File: config.mk
export PLATFORM = sky130hd
export DESIGN_NAME = imm_extend_pipe
export DESIGN_NICKNAME = d
export VERILOG_FILES = /design/src/rtl/imm_extend_pipe.sv
export SDC_FILE = /design/constraint.sdc
export NUM_CORES = 1
export LEC_CHECK = 0
export ABC_AREA = 1
export BUFFER_PORTS_ARGS = -buffer_cell sky130_fd_sc_hd__buf_2
export CAP_MARGIN = 20
export CORE_MARGIN = 2
export CORE_UTILIZATION = 24
export DETAILED_ROUTE_END_ITERATION = 10
export PLACE_DENSITY = 0.4
export SYNTH_ARGS = -nofsm -noshare
export SYNTH_HDL_FRONTEND = slang
export SYNTH_SLANG_ARGS = --single-unit
File: constraint.sdc
create_clock -name clk -period 3.9 [get_ports clk]
set_input_delay 0.585 -clock clk [delete_from_list [all_inputs] [get_ports clk]]
set_output_delay 0.585 -clock clk [all_outputs]
set_load 0.1 [all_outputs]
File: src/rtl/imm_extend_pipe.sv
`default_nettype none
// ============================================================================
// Module   : imm_extend_pipe
// Purpose  : Pipelined immediate extension (zero/sign/upper/branch) behind a
//            valid/ready handshake with a 2-entry skid buffer and tag sideband.
// Revision : 1.0 - initial release
// ============================================================================
module imm_extend_pipe #(
   parameter int IN_WIDTH    = 16,
   parameter int OUT_WIDTH   = 32,
   parameter int BR_SHIFT    = 2,
   parameter int TAG_WIDTH   = 5,
   parameter int COUNT_WIDTH = 16
) (
   input  logic                   clk,
   input  logic                   reset,
   input  logic                   in_valid,
   output logic                   in_ready,
   input  logic [IN_WIDTH-1:0]    in_imm,
   input  logic [1:0]             in_mode,
   input  logic [TAG_WIDTH-1:0]   in_tag,
   output logic                   out_valid,
   input  logic                   out_ready,
   output logic [OUT_WIDTH-1:0]   out_data,
   output logic [TAG_WIDTH-1:0]   out_tag,
   output logic [COUNT_WIDTH-1:0] xfer_count
);

   localparam logic [1:0] c_st_empty = 2'd0;
   localparam logic [1:0] c_st_one   = 2'd1;
   localparam logic [1:0] c_st_full  = 2'd2;

   localparam logic [1:0] c_mode_zero   = 2'd0;
   localparam logic [1:0] c_mode_sign   = 2'd1;
   localparam logic [1:0] c_mode_upper  = 2'd2;

   logic [1:0]             r_state;
   logic [1:0]             w_next_state;
   logic                   r_in_ready;
   logic [OUT_WIDTH-1:0]   r_head_data;
   logic [TAG_WIDTH-1:0]   r_head_tag;
   logic [OUT_WIDTH-1:0]   r_skid_data;
   logic [TAG_WIDTH-1:0]   r_skid_tag;
   logic [COUNT_WIDTH-1:0] r_count;

   logic                   w_accept;
   logic                   w_consume;
   logic                   w_load_head_ext;
   logic                   w_load_head_skid;
   logic                   w_load_skid;

   logic [OUT_WIDTH-1:0]   w_zext;
   logic [OUT_WIDTH-1:0]   w_sext;
   logic [OUT_WIDTH-1:0]   w_upper;
   logic [OUT_WIDTH-1:0]   w_branch;
   logic [OUT_WIDTH-1:0]   w_ext;

   // ------------------------------------------------------------------------
   // Extension arithmetic
   // ------------------------------------------------------------------------
   generate
      if (OUT_WIDTH > IN_WIDTH) begin : g_wide
         assign w_zext  = {{(OUT_WIDTH-IN_WIDTH){1'b0}}, in_imm};
         assign w_sext  = {{(OUT_WIDTH-IN_WIDTH){in_imm[IN_WIDTH-1]}}, in_imm};
         assign w_upper = {in_imm, {(OUT_WIDTH-IN_WIDTH){1'b0}}};
      end else begin : g_equal
         assign w_zext  = in_imm;
         assign w_sext  = in_imm;
         assign w_upper = in_imm;
      end
   endgenerate

   assign w_branch = w_sext << BR_SHIFT;

   always_comb begin
      w_ext = w_branch;
      case (in_mode)
         c_mode_zero:  w_ext = w_zext;
         c_mode_sign:  w_ext = w_sext;
         c_mode_upper: w_ext = w_upper;
         default:      w_ext = w_branch;
      endcase
   end

   assign w_accept  = in_valid && r_in_ready;
   assign w_consume = out_valid && out_ready;

   // ------------------------------------------------------------------------
   // State machine: register / next-state / outputs
   // ------------------------------------------------------------------------
   always_ff @(posedge clk or posedge reset) begin
      if (reset) begin
         r_state    <= c_st_empty;
         r_in_ready <= 1'b0;
      end else begin
         r_state    <= w_next_state;
         r_in_ready <= (w_next_state != c_st_full);
      end
   end

   always_comb begin
      w_next_state = r_state;
      case (r_state)
         c_st_empty: if (w_accept) w_next_state = c_st_one;
         c_st_one: begin
            if (w_accept && !w_consume)      w_next_state = c_st_full;
            else if (!w_accept && w_consume) w_next_state = c_st_empty;
         end
         c_st_full:  if (w_consume) w_next_state = c_st_one;
         default:    w_next_state = c_st_empty;
      endcase
   end

   always_comb begin
      out_valid        = (r_state != c_st_empty);
      w_load_head_ext  = 1'b0;
      w_load_head_skid = 1'b0;
      w_load_skid      = 1'b0;
      case (r_state)
         c_st_empty: w_load_head_ext = w_accept;
         c_st_one: begin
            w_load_head_ext = w_accept && w_consume;
            w_load_skid     = w_accept && !w_consume;
         end
         c_st_full:  w_load_head_skid = w_consume;
         default: ;
      endcase
   end

   // ------------------------------------------------------------------------
   // Storage and transfer counter; data only moves on accept/consume so
   // unqualified input values never reach the outputs.
   // ------------------------------------------------------------------------
   always_ff @(posedge clk or posedge reset) begin
      if (reset) begin
         r_head_data <= '0;
         r_head_tag  <= '0;
         r_skid_data <= '0;
         r_skid_tag  <= '0;
         r_count     <= '0;
      end else begin
         if (w_load_head_ext) begin
            r_head_data <= w_ext;
            r_head_tag  <= in_tag;
         end else if (w_load_head_skid) begin
            r_head_data <= r_skid_data;
            r_head_tag  <= r_skid_tag;
         end
         if (w_load_skid) begin
            r_skid_data <= w_ext;
            r_skid_tag  <= in_tag;
         end
         if (w_accept) r_count <= r_count + COUNT_WIDTH'(1);
      end
   end

   assign in_ready   = r_in_ready;
   assign out_data   = r_head_data;
   assign out_tag    = r_head_tag;
   assign xfer_count = r_count;

endmodule
`default_nettype wire

==> flow_metrics.env, run 1 <==
export IMPL_max_cap_violations=0
export IMPL_io_pin_count=82
export IMPL_half_perimeter_wire_length_after_placement_um=8070
export IMPL_final_hold_violation_count=0
export IMPL_critical_path_max_fanout=52
export IMPL_fin_skew_ps=5.70
export IMPL_unrepaired_setup_endpoints_after_global_routing="no"
export IMPL_critical_path_startpoint_type="register"
export IMPL_routabilityCongestion=0.720
export IMPL_clk_root_buffer_cell="clkbuf_16"
export IMPL_syn_inst=547
export IMPL_post_drt_wl_per_cell_um=14.1
export IMPL_synth_adder_area_share_pct=0.285
export IMPL_outcome="finished clean"
export IMPL_slew_violations=0
export IMPL_tritoncts="yes"
export IMPL_grt_antenna_before_repair=1
export IMPL_regToRegStartpoint="r_state[1]"
export IMPL_floorplan_core_area_sq_mm=0.0180
export IMPL_relSlewSlack_pct=40.8
export IMPL_drt_wl_total_um=12000
export IMPL_path_type_of_the_worst_min_delay_path="in2async"
export IMPL_post_placement_worst_setup_slack_ps=1490
export IMPL_synth_top_family_by_area="simple AND/OR/NAND/NOR gates"
export IMPL_synth_cell_type_count=30
export IMPL_die_width_um=139
export IMPL_r2r_end="r_skid_data[25]"
export IMPL_layout_min_cycle_time_ps=2080
export IMPL_numPortBuffers=81
export IMPL_r2r_worst_path_cells=5
export IMPL_synth_fp_nets=575
export IMPL_crit_type="reg2reg"
export IMPL_synth_simple_gate_area_share_pct=31.0
export IMPL_post_synth_xor_area_fraction_pct=1.80
export IMPL_synth_top_cell_area_share_pct=53.1
export IMPL_total_clock_sinks=93
export IMPL_dieArea_sq_mm=0.0194
export IMPL_syn_cell_area_sq_mm=0.00439
export IMPL_reg_to_reg_setup_timing_slack_ps=1820
export IMPL_crit_path_end_kind="register"
export IMPL_crit_path_top_delay_cell="inv_2"
export IMPL_post_detailed_route_via_to_cell_ratio=4.34
export IMPL_drtPass1Iterations=5
export IMPL_yosys_warnings=0
export IMPL_yosys_register_bits=93
export IMPL_crit_path_max_incr_delay_ps=780
export IMPL_cts_htree_levels=3
export IMPL_first_global_vias=3634
export IMPL_detail_route_iter0_violations=240
export IMPL_yosys_cell_count_top_type="nand2_1"
export IMPL_drcViolationCount=0
export IMPL_critical_path_cell_list="nor2_4 -> nand2_2 -> inv_2 -> nor2_1 -> a31oi_1"
export IMPL_floorplan_initialDensity_pct=24.4
export IMPL_drtAntennaViolNets=0
export IMPL_netlist_top_cells_area="dfrtp_1, nand2_1, nor2_1"
export IMPL_worst_slew_pin_transition_ps=886
export IMPL_endpoint_required_time_on_the_critical_path_ps=4160
export IMPL_die_y_um=139
export IMPL_number_of_clock_buffers_inserted_by_tritoncts=9
export IMPL_timing_final_crit_share_pct=53.2
export IMPL_pin_count_of_the_biggest_net_entering_global_routing=53
export IMPL_synth_compound_gate_area_share_pct=6.53
export IMPL_wire_length_of_the_first_global_routing_pass_um=19700
export IMPL_route_vias_total=3702
export IMPL_syn_avg_cell_area_sq_um=8.02
export IMPL_async_flop_share_pct=100
export IMPL_hold_buffers=0
export IMPL_clk_pin_slew_worst_paths_ps=70
export IMPL_post_synth_top_flop="dfrtp_1"
export IMPL_cts_setup_buffers=0
export IMPL_timing_fmax_mhz=482
export IMPL_post_synth_top_area_cell="dfrtp_1"
export IMPL_mux_contribution_to_synthesized_area_pct=0.257
export IMPL_synth_edff_count=0
export IMPL_rows=49
export IMPL_insertion_delay_ps=350
export IMPL_buffers_from_clock_root_to_sink_at_most=2
export IMPL_final_layout_size_suffix_gt1_share_pct=19.3
export IMPL_syn_to_final_growth_pct=19.1
export IMPL_setup_viol=0
export IMPL_globalRoute_totalOverflow=0
export IMPL_synth_yosys_seq_area_share_pct=53.1
export IMPL_layout_nets=647
export IMPL_post_cts_resize_count=0
export IMPL_synthTopCellsByCount="nand2_1, dfrtp_1, nor2_1"
export IMPL_arrival_time_reported_for_the_critical_path_endpoint_ps=2340
export IMPL_finalWorstSetupSlack_ps=1820
export IMPL_grtUsageTotal_pct=12.7
export IMPL_setup_total_negative_slack_ps=0
-- cell type report --
cell class              count  area, sq um
clock inverters             6         40.0
fillers                  1945        12700
diodes                      1         2.50
repair buffers             85          435
clock buffers               9          225
flip-flops and latches     93         2330
well taps                 229          287
multi-input cells         388         1750
inverters                  42          161
-- cell families (layout without fill, tap and decap cells) --
family,count (synthesis),after routing
compound gates,49,49
xor+xnor,9,9
fa+ha+maj,1,1
buf+inv,66,142
flops,93,93
mux,1,1
other cells,0,1
simple gates,328,328
-- cell usage in the layout, fill, tap and decap left out, types with 2 or more instances in the layout --
cell type and count:
clkinv_2 4, dfrtp_1 93, buf_4 4, o22ai_1 13, nor3_1 2, xor2_1 5, nand2_2 3, inv_1 34
inv_2 6, nor2_1 56, nand4_1 6, xnor2_1 4, nand3_1 28, nand3b_1 2, o21ai_1 2, a21oi_1 14
a31oi_1 16, nor2_4 4, clkbuf_16 9, nand2_1 223, buf_2 81, o21ai_0 3
-- worst max-delay path: cells and delay by family (launching register included) --
family | cells | cell delay [ps]
DFF | 1 | 460
and+or+nand+nor | 3 | 550
AOI/OAI and AO/OA | 1 | 170
buffers and inverters | 1 | 780
-- how the worst max path moves through the flow --
stage	from	endpoint	slack, ps	depth (start not counted)
final	r_state[1]	r_skid_data[25]	1820	5
after floorplan	reset	in_ready	890	1
after global routing	r_state[1]	r_skid_data[25]	1550	5
after detailed placement	in_valid	r_skid_data[20]	1490	6
after global placement	in_valid	r_skid_data[20]	1500	6
after CTS	r_state[1]	r_skid_data[25]	1780	5
-- metal layers --
metal	GRT usage, %	part of all wire [%]	vias to the layer above
li1	-	-	1861
met1	17.9	50	1760
met2	19.6	45	67
met3	3.07	3.2	14
met4	3.77	1.4	0
met5	0	0	-
-- flip-flops by register name, indices dropped and copies added, names as in the netlist --
signal / flops
in_ready: 1
out_data: 32
out_tag: 5
r_skid_data: 32
r_skid_tag: 5
r_state: 2
xfer_count: 16
-- stage by stage --
step                util [%]  instance area (sq um)  hold slack, ps  cells
floorplan                  -                   4390             449    547
global placement        27.6                   4960             462    837
detailed placement      27.6                   4960             466    837
CTS                     29.1                   5220             319    852
global route            29.1                   5220             351    852
finish                  29.1                   5230             292    853
Power of run 1 is not shown: default switching activity piles up to over one toggle a cycle in this logic, so the estimate is an artifact.
==> run 2, diff against run 1 <==
- clock period: 3.9 -> 1.92 ns (I/O delays scaled with it)
==> flow_metrics.env, run 2 (synthesized netlist as in run 1, its figures left out) <==
export IMPL_outcome="finished clean"
export IMPL_layout_nets=658
export IMPL_clk_root_buffer_cell="clkbuf_16"
export IMPL_die_width_um=139
export IMPL_internal_power_mw=4.77
export IMPL_slew_violations=0
export IMPL_die_y_um=139
export IMPL_final_hold_violation_count=0
export IMPL_worst_slew_pin_transition_ps=517
export IMPL_timing_critical_path_buf_inv=2
export IMPL_place_detailed_instances=847
export IMPL_cts_setup_buffers=0
export IMPL_mostFrequentLayoutCells="nand2_1, dfrtp_1, buf_2"
export IMPL_post_detailed_route_via_to_cell_ratio=4.31
export IMPL_switching_power_mw=6.03
export IMPL_drcViolationCount=0
export IMPL_final_layout_size_suffix_gt1_share_pct=21.1
export IMPL_crit_type="reg2out"
export IMPL_fin_skew_ps=11.1
export IMPL_critical_path_startpoint_type="register"
export IMPL_insertion_delay_ps=350
export IMPL_drtAntennaViolNets=0
export IMPL_grtUsageTotal_pct=13.1
export IMPL_buffers_from_clock_root_to_sink_at_most=2
export IMPL_arrival_time_reported_for_the_critical_path_endpoint_ps=1440
export IMPL_detail_route_iter0_violations=283
export IMPL_rows=49
export IMPL_pin_count_of_the_biggest_net_entering_global_routing=43
export IMPL_numPortBuffers=81
export IMPL_post_drt_wl_per_cell_um=14.2
export IMPL_route_vias_total=3726
export IMPL_clockPowerShare_pct=16.5
export IMPL_layout_min_cycle_time_ps=1730
export IMPL_final_cell_count_without_fillers=864
export IMPL_number_of_clock_buffers_inserted_by_tritoncts=9
export IMPL_regToRegStartpoint="xfer_count[0]"
export IMPL_crit_path_start="r_state[1]"
export IMPL_relSlewSlack_pct=65.5
export IMPL_tritoncts="yes"
export IMPL_half_perimeter_wire_length_after_placement_um=8450
export IMPL_timing_final_crit_share_pct=89.9
export IMPL_timing_hold_worst_start="in_tag[0]"
export IMPL_setup_viol=0
export IMPL_drtPass1Iterations=4
export IMPL_dieArea_sq_mm=0.0194
export IMPL_timing_fmax_mhz=580
export IMPL_io_pin_count=82
export IMPL_wire_length_of_the_first_global_routing_pass_um=20200
export IMPL_switching_share_pct=55.9
export IMPL_hold_buffers=1
export IMPL_post_cts_resize_count=0
export IMPL_ir_drop_mv=0.928
export IMPL_cellLeakagePower_nw=2.83
export IMPL_worst_path_dominant_cell_family="buffers and inverters"
export IMPL_setup_total_negative_slack_ps=0
export IMPL_crit_path_end_kind="output port"
export IMPL_max_cap_violations=0
export IMPL_first_global_vias=3855
export IMPL_clk_pin_slew_worst_paths_ps=70
export IMPL_combinationalPowerShare_pct=53.0
export IMPL_floorplan_core_area_sq_mm=0.0180
export IMPL_syn_to_final_growth_pct=23.3
export IMPL_crit_path_top_delay_cell="dfrtp_1"
export IMPL_cts_htree_levels=3
export IMPL_routabilityCongestion=0.783
export IMPL_floorplan_initialDensity_pct=24.4
export IMPL_leading_cell_type_in_the_layout_fill_and_taps_excluded="nand2_1"
export IMPL_grt_antenna_before_repair=0
export IMPL_crit_path_max_incr_delay_ps=490
export IMPL_pwr_density_cell_mw_per_mm2=2000
export IMPL_critical_path_max_fanout=5
export IMPL_antenna_cells_inserted=0
export IMPL_seq_power_share_pct=30.5
export IMPL_drt_wl_total_um=12300
export IMPL_unrepaired_setup_endpoints_after_global_routing="no"
export IMPL_endpoint_required_time_on_the_critical_path_ps=1630
export IMPL_total_clock_sinks=93
export IMPL_critical_path_cell_list="nor2_1 -> inv_1 -> buf_2"
export IMPL_globalRoute_totalOverflow=0
export IMPL_path_type_of_the_worst_min_delay_path="in2reg"
run 2: cell types whose count changed in the layout (fill, tap and decap cells not counted), moves of 2 or more:
cell,before,now
dfrtp_2,0,3
buf_4,4,9
dfrtp_1,93,90
buf_12,0,5
inv_8,0,2
clkinv_2,4,1
clkinvlp_4,1,3
run 2: layout make-up:
class,instances,area [sq um]
multi-input cells,388,1750
clock buffers,9,225
well taps,229,287
inverters,42,163
fillers,1958,12600
flip-flops and latches,93,2330
clock inverters,7,71.3
repair buffers,96,583
run 2: power by group through the flow:
stage                     sequential (mW)  clock, mW  combinational, mW
after floorplan                      6.46          0               1.56
after global placement               3.32          0               5.73
after detailed placement             3.33          0               5.77
after CTS                            3.29       1.83               5.79
after global routing                 3.41       1.92               6.10
final                                3.29       1.78               5.73
run 2: worst paths after layout:
path	to	slack, ps	cells past startpoint
setup / recovery	out_valid	190	3
hold / removal	r_skid_tag[0]	140	3
setup reg to reg	xfer_count[10]	440	8
hold reg to reg	out_tag[3]	480	2
max in group asynchronous	out_data[9]	830	4
min in group asynchronous	xfer_count[1]	510	3
run 2: tightest hold or removal path: cells and delay by family:
| kind | cells | cell delay (ps) |
|---|---|---|
| and+or+nand+nor | 2 | 90 |
| buffers and inverters | 1 | 80 |
run 2: metal layers:
layer | GRT usage, % | share of wire, %
met4 | 4.09 | 1.2
met1 | 17.5 | 48
met2 | 21.2 | 47
met5 | 0 | 0
met3 | 2.97 | 3.9
run 2: stage by stage:
stage	power, mW	utilization [%]	hold WS, ps	instance area (sq um)	setup slack (ps)
CTS	10.9	30.1	130	5410	183
global placement	9.05	28.4	356	5100	370
floorplan	8.02	-	398	4390	3.94
global route	11.4	30.1	156	5410	113
finish	10.8	30.1	142	5410	195
detailed placement	9.10	28.4	366	5100	333
Power figures use the tool's default switching activity.
